### config.mk
export PLATFORM = sky130hd
export DESIGN_NAME = vga_timing_gen_flat
export DESIGN_NICKNAME = d
export VERILOG_FILES = /design/src/rtl/vga_timing_if.sv /design/src/rtl/vga_timing_gen.sv /design/src/flat_wrapper.sv
export SDC_FILE = /design/constraint.sdc
export NUM_CORES = 1
export LEC_CHECK = 0
export BUFFER_PORTS_ARGS = -buffer_cell sky130_fd_sc_hd__clkbuf_2
export CAP_MARGIN = 20
export CORE_ASPECT_RATIO = 0.5
export CORE_MARGIN = 3
export CORE_UTILIZATION = 50
export CTS_CLUSTER_DIAMETER = 50
export DETAILED_ROUTE_END_ITERATION = 16
export HOLD_SLACK_MARGIN = 0.08
export MAX_ROUTING_LAYER = met4
export PLACE_DENSITY = 0.75
export REMOVE_ABC_BUFFERS = 1
export SYNTH_ARGS = -nofsm -noshare
export SYNTH_HDL_FRONTEND = slang
export SYNTH_SLANG_ARGS = --single-unit
### constraint.sdc
create_clock -name clk -period 2.9 [get_ports clk]
set_input_delay 0 -clock clk [delete_from_list [all_inputs] [get_ports clk]]
set_output_delay 0 -clock clk [all_outputs]
set_load 0.005 [all_outputs]
### src/rtl/vga_timing_if.sv
// Video timing bundle: advance enable into the generator; syncs, blanking, counters and strobes out.
interface vga_timing_if #(
  parameter int unsigned CW  = 10,
  parameter int unsigned FCW = 8
);
  logic           en;
  logic           hsync;
  logic           vsync;
  logic           sync_b;
  logic           blank_b;
  logic [CW-1:0]  x;
  logic [CW-1:0]  y;
  logic           pix_ce;
  logic           line_start;
  logic           frame_start;
  logic [FCW-1:0] frame_cnt;

  modport master (
    input  en,
    output hsync, vsync, sync_b, blank_b, x, y,
    output pix_ce, line_start, frame_start, frame_cnt
  );

  modport slave (
    output en,
    input  hsync, vsync, sync_b, blank_b, x, y,
    input  pix_ce, line_start, frame_start, frame_cnt
  );
endinterface

### src/rtl/vga_timing_gen.sv
// Raster timing generator: pixel clock-enable divider, x/y/frame counters and decoded sync/blank.
module vga_timing_gen #(
  parameter int unsigned H_ACTIVE  = 640,
  parameter int unsigned H_FP      = 16,
  parameter int unsigned H_SYNC    = 96,
  parameter int unsigned H_BP      = 48,
  parameter int unsigned V_ACTIVE  = 480,
  parameter int unsigned V_FP      = 10,
  parameter int unsigned V_SYNC    = 2,
  parameter int unsigned V_BP      = 33,
  parameter bit          HSYNC_POL = 1'b0,
  parameter bit          VSYNC_POL = 1'b0,
  parameter int unsigned CLK_DIV   = 2,
  parameter int unsigned CW        = 10,
  parameter int unsigned FCW       = 8
) (
  input  logic         clk,
  input  logic         rst,
  vga_timing_if.master vga
);
  localparam int unsigned H_TOTAL = H_ACTIVE + H_FP + H_SYNC + H_BP;
  localparam int unsigned V_TOTAL = V_ACTIVE + V_FP + V_SYNC + V_BP;
  localparam int unsigned DW      = 4;

  localparam logic [DW-1:0] DIV_LAST = DW'(CLK_DIV - 1);
  localparam logic [CW-1:0] H_LAST   = CW'(H_TOTAL - 1);
  localparam logic [CW-1:0] V_LAST   = CW'(V_TOTAL - 1);
  localparam logic [CW-1:0] H_ACT    = CW'(H_ACTIVE);
  localparam logic [CW-1:0] H_SS     = CW'(H_ACTIVE + H_FP);
  localparam logic [CW-1:0] H_SE     = CW'(H_ACTIVE + H_FP + H_SYNC);
  localparam logic [CW-1:0] V_ACT    = CW'(V_ACTIVE);
  localparam logic [CW-1:0] V_SS     = CW'(V_ACTIVE + V_FP);
  localparam logic [CW-1:0] V_SE     = CW'(V_ACTIVE + V_FP + V_SYNC);

  // Refuse to build a configuration whose totals overflow the counters.
  if (64'(H_TOTAL) >= (64'd1 << CW)) begin : g_bad_h_total
    $error("H_TOTAL does not fit in CW bits");
  end
  if (64'(V_TOTAL) >= (64'd1 << CW)) begin : g_bad_v_total
    $error("V_TOTAL does not fit in CW bits");
  end
  if (CLK_DIV < 1 || CLK_DIV > 16) begin : g_bad_clk_div
    $error("CLK_DIV must be in 1..16");
  end

  logic [DW-1:0]  div_q;
  logic [CW-1:0]  x_q;
  logic [CW-1:0]  y_q;
  logic [FCW-1:0] frame_q;
  logic           pix_ce_c;
  logic           h_win_c;
  logic           v_win_c;

  // Gated by rst so no strobe escapes while the counters are being cleared.
  assign pix_ce_c = rst && vga.en && (div_q == DIV_LAST);

  always_ff @(posedge clk) begin
    if (!rst) begin
      div_q   <= '0;
      x_q     <= '0;
      y_q     <= '0;
      frame_q <= '0;
    end else if (vga.en) begin
      div_q <= (div_q == DIV_LAST) ? '0 : div_q + DW'(1);
      if (pix_ce_c) begin
        if (x_q == H_LAST) begin
          x_q <= '0;
          if (y_q == V_LAST) begin
            y_q     <= '0;
            frame_q <= frame_q + FCW'(1);
          end else begin
            y_q <= y_q + CW'(1);
          end
        end else begin
          x_q <= x_q + CW'(1);
        end
      end
    end
  end

  assign h_win_c = (x_q >= H_SS) && (x_q < H_SE);
  assign v_win_c = (y_q >= V_SS) && (y_q < V_SE);

  assign vga.x           = x_q;
  assign vga.y           = y_q;
  assign vga.frame_cnt   = frame_q;
  assign vga.hsync       = h_win_c ? HSYNC_POL : ~HSYNC_POL;
  assign vga.vsync       = v_win_c ? VSYNC_POL : ~VSYNC_POL;
  assign vga.sync_b      = ~(h_win_c | v_win_c);
  assign vga.blank_b     = (x_q < H_ACT) && (y_q < V_ACT);
  assign vga.pix_ce      = pix_ce_c;
  assign vga.line_start  = pix_ce_c && (x_q == '0);
  assign vga.frame_start = pix_ce_c && (x_q == '0) && (y_q == '0);
endmodule

### src/flat_wrapper.sv
// flat-port wrapper written by rule: the top's interface ports become plain ports
module vga_timing_gen_flat 
#(
  parameter int unsigned H_ACTIVE  = 640,
  parameter int unsigned H_FP      = 16,
  parameter int unsigned H_SYNC    = 96,
  parameter int unsigned H_BP      = 48,
  parameter int unsigned V_ACTIVE  = 480,
  parameter int unsigned V_FP      = 10,
  parameter int unsigned V_SYNC    = 2,
  parameter int unsigned V_BP      = 33,
  parameter bit          HSYNC_POL = 1'b0,
  parameter bit          VSYNC_POL = 1'b0,
  parameter int unsigned CLK_DIV   = 2,
  parameter int unsigned CW        = 10,
  parameter int unsigned FCW       = 8
)
  (clk, rst, vga_en, vga_hsync, vga_vsync, vga_sync_b, vga_blank_b, vga_x, vga_y, vga_pix_ce, vga_line_start, vga_frame_start, vga_frame_cnt);
  vga_timing_if #(.CW(CW), .FCW(FCW)) vga_i ();
  input  logic clk;
  input  logic rst;
  input wire logic [$bits(vga_i.en)-1:0] vga_en;
  output wire logic [$bits(vga_i.hsync)-1:0] vga_hsync;
  output wire logic [$bits(vga_i.vsync)-1:0] vga_vsync;
  output wire logic [$bits(vga_i.sync_b)-1:0] vga_sync_b;
  output wire logic [$bits(vga_i.blank_b)-1:0] vga_blank_b;
  output wire logic [$bits(vga_i.x)-1:0] vga_x;
  output wire logic [$bits(vga_i.y)-1:0] vga_y;
  output wire logic [$bits(vga_i.pix_ce)-1:0] vga_pix_ce;
  output wire logic [$bits(vga_i.line_start)-1:0] vga_line_start;
  output wire logic [$bits(vga_i.frame_start)-1:0] vga_frame_start;
  output wire logic [$bits(vga_i.frame_cnt)-1:0] vga_frame_cnt;
  assign vga_i.en = vga_en;
  assign vga_hsync = vga_i.hsync;
  assign vga_vsync = vga_i.vsync;
  assign vga_sync_b = vga_i.sync_b;
  assign vga_blank_b = vga_i.blank_b;
  assign vga_x = vga_i.x;
  assign vga_y = vga_i.y;
  assign vga_pix_ce = vga_i.pix_ce;
  assign vga_line_start = vga_i.line_start;
  assign vga_frame_start = vga_i.frame_start;
  assign vga_frame_cnt = vga_i.frame_cnt;
  vga_timing_gen #(.H_ACTIVE(H_ACTIVE), .H_FP(H_FP), .H_SYNC(H_SYNC), .H_BP(H_BP), .V_ACTIVE(V_ACTIVE), .V_FP(V_FP), .V_SYNC(V_SYNC), .V_BP(V_BP), .HSYNC_POL(HSYNC_POL), .VSYNC_POL(VSYNC_POL), .CLK_DIV(CLK_DIV), .CW(CW), .FCW(FCW)) u_core (.clk(clk), .rst(rst), .vga(vga_i));
endmodule
; Word level (Yosys, flattened, before mapping)
; Cells that the tools add are included.
[totals]
output_inout_bits = 35
ff_bits = 32
inputBits = 3
elab_cells = 36
[op_classes]
mux = 5
bitwise = 2
reduce_logical = 12
add_sub_neg = 4
magnitude_cmp = 6
n_eq_ne = 3
[op_table]
columns = operator, count
row1 = $add A10 B1 Y10 const B, 2
row2 = $eq A10 B10 Y1 const B, 2
row3 = $logic_not A10 Y1, 2
row4 = $lt A10 B10 Y1 const B, 2
row5 = $lt A10 B9 Y1 const B, 2
row6 = $mux W10, 2
row7 = $ge A10 B10 Y1 const B, 1
row8 = $ge A10 B9 Y1 const B, 1
row9 = $add A8 B1 Y8 const B, 1
row10 = $logic_and A1 B1 Y1, 7
row11 = $add A4 B1 Y4 const B, 1
row12 = $eq A4 B1 Y1 const B, 1
row13 = $mux W4, 1
row14 = $reduce_and A4 Y1, 1
row15 = $reduce_and A3 Y1, 1
row16 = $mux W1, 2
row17 = $reduce_and A2 Y1, 1
row18 = $not A1 Y1, 1
row19 = $or A1 B1 Y1, 1

; Logic depth before layout (Yosys ltp)
; Gate-level depths: netlist (run 1).
[depth]
depth_word = 4
mapped_depth = 8
depth_no_buf = 6

; Worst setup path after synthesis (run 1)
; OpenSTA, ideal clock, no wires.
[synth_path]
path_type = register -> register
startpoint = register u_core.div_q[1]
endpoint = register u_core.frame_q[3] (netlist: u_core.vga.frame_cnt[3])
arrival_ps = 2362
period_less_slack_ps = 2432
t_required_ps = 2829
stages_incl_launch_ff = 8
setup_time_ps = 71
slack_ps = 468
n_path_buf = 3
cell_sequence = dfxtp_1 > or4b_1 > buf_2 > or4_4 > buf_6 > buf_6 > or4_1 > a21oi_1
[synth_between]
elab_chain_len = 3
[synth_rtl]
columns = item, line_no
row1 = start: declaration, vga_timing_gen.sv:46  ; logic [DW-1:0] div_q;
row2 = start signal: assignment, vga_timing_gen.sv:64  ; div_q <= (div_q == DIV_LAST) ? '0 : div_q + DW'(1);
row3 = $eq A4 B1 Y1, vga_timing_gen.sv:55  ; assign pix_ce_c = rst && vga.en && (div_q == DIV_LAST);
row4 = $logic_and A1 B1 Y1, vga_timing_gen.sv:55
row5 = $reduce_and A4 Y1 (no line), --
row6 = end signal: assignment, vga_timing_gen.sv:70  ; frame_q <= frame_q + FCW'(1);
row7 = end: declaration, vga_timing_gen.sv:49  ; logic [FCW-1:0] frame_q;
; Every way passes these cells.
; A chain may end at the register's enable or synchronous reset.

; Final worst setup path (run 1)
[layout_path]
startpoint = input port rst
endpoint = output port vga_frame_start
[layout_between]
elab_chain_len = 4
[layout_rtl]
columns = item, line_no
row1 = start: declaration, flat_wrapper.sv:21  ; input logic rst;
row2 = $logic_and A1 B1 Y1 (2 in series), vga_timing_gen.sv:55
row3 = $logic_and A1 B1 Y1 (2 in series), vga_timing_gen.sv:93  ; assign vga.frame_start = pix_ce_c && (x_q == '0) && (y_q == '0);
row4 = end: declaration, flat_wrapper.sv:31  ; output wire logic [$bits(vga_i.frame_start)-1:0] vga_frame_start;
; Every way passes these cells.

==> results by group, run 1 <==
STA
  • Tmin final: 2.62 ns
  • Slew Viols, Final: 0
  • Final setup fails: 0
  • RSZ-0062 raised after global routing: no
  • Fin. Hold Viols: 0
  • FMAX: 382 MHz
  • Final Skew: 0.00345 ns
  • Worst slew pin tran: 0.735 ns
  • Setup TNS Final: 0 ns
  • Final period util: 90.3%
  • Worst rel slew slack: 50.3%

Synthesis
  • Most common cell in the netlist: dfxtp_1
  • Mapped cell area: 1710 um2
  • Ys async rst share: 0%
  • Yosys reg bits: 32
  • Synth cell types: 38
  • Dominant synthesized flop cell: dfxtp_1
  • Yosys warning total: 0
  • Synth top area cells: dfxtp_1 38%, a21oi_1 6.2%, nand2_1 4.8%
  • EDFF count, synth: 0
  • Seq/Total Area, Yosys: 37.5%
  • Synth top area share: 37.5%
  • Synth area leader: dfxtp_1
  • Syn Area/Cell: 8.05 um2
  • Cells after Synth: 212
  • Synth cell count leaders: 32 x dfxtp_1, 22 x nand2_1, 21 x a21oi_1

Finish
  • Layout cells sized above 1: 18.6%
  • Layout area overhead: 16.3%
  • Antenna Cells: 0
  • Nets: 257

GRT
  • First-pass GRT wire length: 6.23 mm
  • Tot GR Track Use: 20.2%
  • Largest net degree at the start of global routing: 35
  • Gr ovfl total: 0
  • Vias in the first global route: 1294
  • Initial antenna violation count: 0

Critical path
  • Critical Path RT: 2.90 ns
  • CP Data Arrival Time: 2.62 ns
  • CP Max Fanout: 8
  • Startpoint types: input pin
  • Crit Path Class: input pin to output port
  • CP endpoint kind: output port

CTS
  • H-tree depth: 2
  • Sink Count: 32
  • Reg clk slew, reported paths: 0.06 ns
  • Skew-Pair Late Insertion Delay: 0.28 ns
  • TritonCTS buffer count: 5
  • CTS root buf: clkbuf_8
  • Max Buffers Root-to-Sink: 2
  • Post-CTS Setup Inserts: 0
  • CTS hold repair buffers: 2
  • Post-CTS sizing: 0
  • CTS tree: done

Floorplan
  • Die width: 88.6 um
  • Boundary pin count: 38
  • Core area: 3140 um2
  • Initial core utilization: 54.4%
  • Vert. Die Dim: 47.3 um
  • Die ar.: 4190 um2
  • Rows: 14

Status
  • Outcome: finished, final reports clean

Power and ir drop
  • Power Dens Cells: 393 nW/um2
  • Max IR drop VDD: 0.256 mV
  • Total power: 0.781 mW
  • Leakage: 0.719 nW

Detailed routing
  • Vias per cell: 5.81
  • DRT iter0 DRCs: 43
  • Wire per inst: 13.7 um
  • Antenna violation net count after detailed routing: 0
  • Drt pass-1 iters: 4
  • DR vias: 1668
  • Routed WL: 3.94 mm
  • Drt drc: 0

Placement
  • DP HPWL: 2.80 mm
  • Number of I/O port buffers: 37
  • Placer Congestion: 0.835

Min path
  • Worst hold path type: flop to flop

Flow run
  • Max Cap Viol: 0
[registers in the layout, indices dropped and copies added (netlist names)]
register              count
u_core.vga.y             10
u_core.vga.x             10
u_core.div_q              4
u_core.vga.frame_cnt      8
[through the flow]
stage / cell area (um2) / util, % / hold slack [ns] / instances / setup WS [ns]
floorplan: 1650 / - / 0.118 / 202 / 0.554
global placement: 1900 / 60.5 / 0.293 / 280 / 0.474
detailed placement: 1900 / 60.5 / 0.320 / 280 / 0.426
CTS: 1980 / 63.3 / 0.479 / 287 / 0.393
global route: 1980 / 63.3 / 0.517 / 287 / 0.236
finish: 1980 / 63.3 / 0.475 / 287 / 0.282
[report_power, final]
part           switching (mW)  internal [mW]  total, mW
Sequential            0.00272          0.442      0.445
Clock                   0.149          0.154      0.303
Combinational          0.0202         0.0130     0.0332
[final cells by class]
cell class              count  area, um2
fillers                   280       1150
multi-input cells         161        978
flip-flops and latches     32        641
repair buffers             40        213
clock buffers               5       68.8
well taps                  40       50.0
inverters                   9       33.8
[cell families after synthesis]
kind of cell	share of synthesized area, %
adders and majority gates	3.67
xor gates and xnor gates	4.62
and+or+nand+nor	34.0
DFF	37.5
muxes	0.587
AOI/OAI and AO/OA	14.4
buffers and inverters	5.13
[per-layer routing]
layer | GRT usage [%] | vias to the layer above | wire length, um
met1 | 27.8 | 774 | 2000
met2 | 28.3 | 37 | 1740
met5 | - | - | 0
met4 | 5.72 | 0 | 23
li1 | - | 853 | -
met3 | 6.30 | 4 | 180
[worst paths after layout]
kind                                 from                 endpoint  slack (ns)  cells after the start
setup / recovery                      rst          vga_frame_start        0.28                      7
hold / removal    u_core.vga.frame_cnt[7]  u_core.vga.frame_cnt[7]        0.48                      2
setup reg to reg          u_core.div_q[1]  u_core.vga.frame_cnt[4]        0.40                      4
hold reg to reg   u_core.vga.frame_cnt[7]  u_core.vga.frame_cnt[7]        0.48                      2
[layout by cell type (no fill, tap or decap), drive strengths merged, types with 5 or more instances in the layout]
master  Yosys  routed
a21oi      21      21
clkbuf      6      42
dfxtp      32      32
ha          5       5
inv         9       9
nand2      22      22
nand3      10      10
nand4       8       8
nor2       13      13
nor3        8       8
nor4        5       5
o21ai       9       9
o31ai       8       8
or3        10      10
or4         9       9
xnor2       5       5
[critical path, cell delays in order]
cell	delay (ns)
dlygate4sd3_1	0.52
clkbuf_2	0.19
or4b_1	0.56
nor2_1	0.31
nor4b_1	0.61
and3_1	0.30
clkbuf_2	0.12
(Power assumes the default switching activity.)
==> run 2: changes to the inputs <==
--- a/config.mk
+++ b/config.mk
@@ -7,7 +7,6 @@
 export LEC_CHECK = 0
 export BUFFER_PORTS_ARGS = -buffer_cell sky130_fd_sc_hd__clkbuf_2
 export CAP_MARGIN = 20
-export CORE_ASPECT_RATIO = 0.5
 export CORE_MARGIN = 3
 export CORE_UTILIZATION = 50
 export CTS_CLUSTER_DIAMETER = 50
==> run 2 against run 1 <==
Compared with the run above: worst hold slack lost 0.0034 ns; fmax up 2.1%; count of clock-buffer cells in the layout up 1; routed wire length shrank 2.9%; die area fell by 1.0%; non-clock buffer count grew 1; flip-flop and latch count stayed put; final area shrank 0.50%; critical path depth fell by 2; critical endpoint unchanged.
==> results by group, run 2 (synthesis gave the netlist of run 1 again) <==
STA
  • Worst rel slew slack: 63.1%
  • Worst slew pin tran: 0.546 ns
  • RSZ-0062 raised after global routing: no
  • Final setup fails: 0
  • Final Skew: 0.0193 ns
  • Slew Viols, Final: 0
  • Fin. Hold Viols: 0
  • WHS: 0.472 ns
  • Final period util: 88.4%
  • Tmin final: 2.56 ns
  • FMAX: 390 MHz
  • Setup TNS Final: 0 ns

Floorplan
  • Initial core utilization: 54.1%
  • Vert. Die Dim: 64.4 um
  • Core area: 3150 um2
  • Rows: 20
  • Die ar.: 4150 um2
  • Boundary pin count: 38
  • Die width: 64.4 um

Critical path
  • CP max-delay cell: or4b_1
  • Buf/Inv on CP: 1
  • Crit-path cells: or4b_1 -> nor2_1 -> nor4b_1 -> and3_1 -> clkbuf_2
  • Crit path launch: u_core.div_q[1]
  • Crit Path Class: flop to output port
  • CP Max Fanout: 6
  • CP Data Arrival Time: 2.56 ns
  • CP endpoint kind: output port
  • Worst R2R Path Depth: 4
  • Worst reg2reg setup slack: 0.40 ns
  • Startpoint types: flop
  • Worst R2R Start: u_core.div_q[1]
  • Critical Path RT: 2.90 ns
  • Crit-path leading delay family: simple AND/OR/NAND/NOR gates
  • Max incr delay on CP: 0.63 ns
  • Reg2reg end: u_core.vga.y[8]

CTS
  • Sink Count: 32
  • CTS root buf: clkbuf_4
  • Reg clk slew, reported paths: 0.10 ns
  • Max Buffers Root-to-Sink: 2
  • H-tree depth: 2
  • TritonCTS buffer count: 5
  • Skew-Pair Late Insertion Delay: 0.35 ns
  • CTS tree: done

Detailed routing
  • Drt drc: 0
  • Max Used Layer: met4
  • Routed WL: 3.83 mm
  • DR vias: 1657
  • Drt pass-1 iters: 4
  • DRT iter0 DRCs: 117
  • Antenna violation net count after detailed routing: 0
  • Wire per inst: 13.0 um
  • Met3 wire len: 175 um
  • Vias per cell: 5.64
  • WL met1: 1.85 mm
  • DR WL met2: 1.74 mm

Min path
  • Hold Path Origin: u_core.vga.frame_cnt[7]
  • Worst hold path type: flop to flop
  • Worst hold path depth: 2
  • Hold Path Sink: u_core.vga.frame_cnt[7]

GRT
  • Initial antenna violation count: 0
  • Vias in the first global route: 1502
  • Largest net degree at the start of global routing: 35
  • Gr ovfl total: 0
  • First-pass GRT wire length: 6.64 mm
  • Tot GR Track Use: 20.5%

Finish
  • Layout cells sized above 1: 19.2%
  • Nets: 258
  • Antenna Cells: 0
  • Layout area overhead: 15.7%
  • Most common cell after layout, fill and taps aside: clkbuf_2
  • Final non-filler cell total: 294
  • Most frequent cells in the layout: 37 x clkbuf_2, 32 x dfxtp_1, 22 x nand2_1
  • Final Cell Area: 1970 um2

Power and ir drop
  • Total power: 0.722 mW
  • Max IR drop VDD: 0.306 mV
  • Leakage: 0.716 nW
  • Power Dens Cells: 366 nW/um2

Placement
  • Placed cells: 285
  • Placer Congestion: 0.834
  • Number of I/O port buffers: 37
  • DP HPWL: 2.73 mm
  • Area after DPL: 1910 um2

Status
  • Outcome: finished, final reports clean

Flow run
  • Max Cap Viol: 0
run 2: cell count changes in the layout (fill, tap and decap cells not counted):
cell,before,now
clkinv_2,0,1
clkbuf_1,0,1
clkbuf_4,0,5
clkbuf_8,5,0
buf_4,1,2
run 2: per-layer routing:
metal / global-route usage, % / vias to the layer above
met4: 8.18 / 0
li1: - / 855
met1: 25.7 / 760
met2: 32.1 / 36
met5: - / -
met3: 4.51 / 6
run 2: worst reg2reg max path, stage by stage (launching register included):
cell and delay, ns:
dfxtp_1 0.36, or4b_1 0.63, or4_4 0.74, or4_1 0.55, a21oi_1 0.15
run 2: per-stage QoR:
step           util, %  worst slack, ns
6_report          62.6            0.336
5_1_grt           62.6            0.218
4_1_cts           62.6            0.343
3_5_place_dp      60.5            0.424
3_3_place_gp      60.5            0.470
2_1_floorplan        -            0.554
run 2: what timing repair did:
item,CTS,global route
hold buffers,2,0
resized for setup,0,0
buffers inserted,0,0
endpoints found under the hold margin,3,0
run 2: worst max-delay path by stage:
stage                                         end  slack [ns]  cells past startpoint
after floorplan                   u_core.vga.y[5]        0.55                      4
after global placement    u_core.vga.frame_cnt[3]        0.47                      4
after detailed placement          u_core.vga.y[8]        0.42                      4
after CTS                         vga_frame_start        0.34                      5
after global routing              vga_frame_start        0.22                      5
final                             vga_frame_start        0.34                      5
run 2: area by class of cell:
type,instances,area [um2]
clock inverters,1,5.00
multi-input cells,161,978
repair buffers,41,220
well taps,44,55.1
inverters,9,33.8
clock buffers,6,41.3
fillers,311,1180
flip-flops and latches,32,641
run 2: power breakdown:
part | internal, mW | switching, mW | leakage, nW | total [mW]
registers | 0.441 | 0.00272 | 0.258 | 0.444
logic | 0.0137 | 0.0200 | 0.430 | 0.0338
clock network | 0.0892 | 0.155 | 0.0281 | 0.244
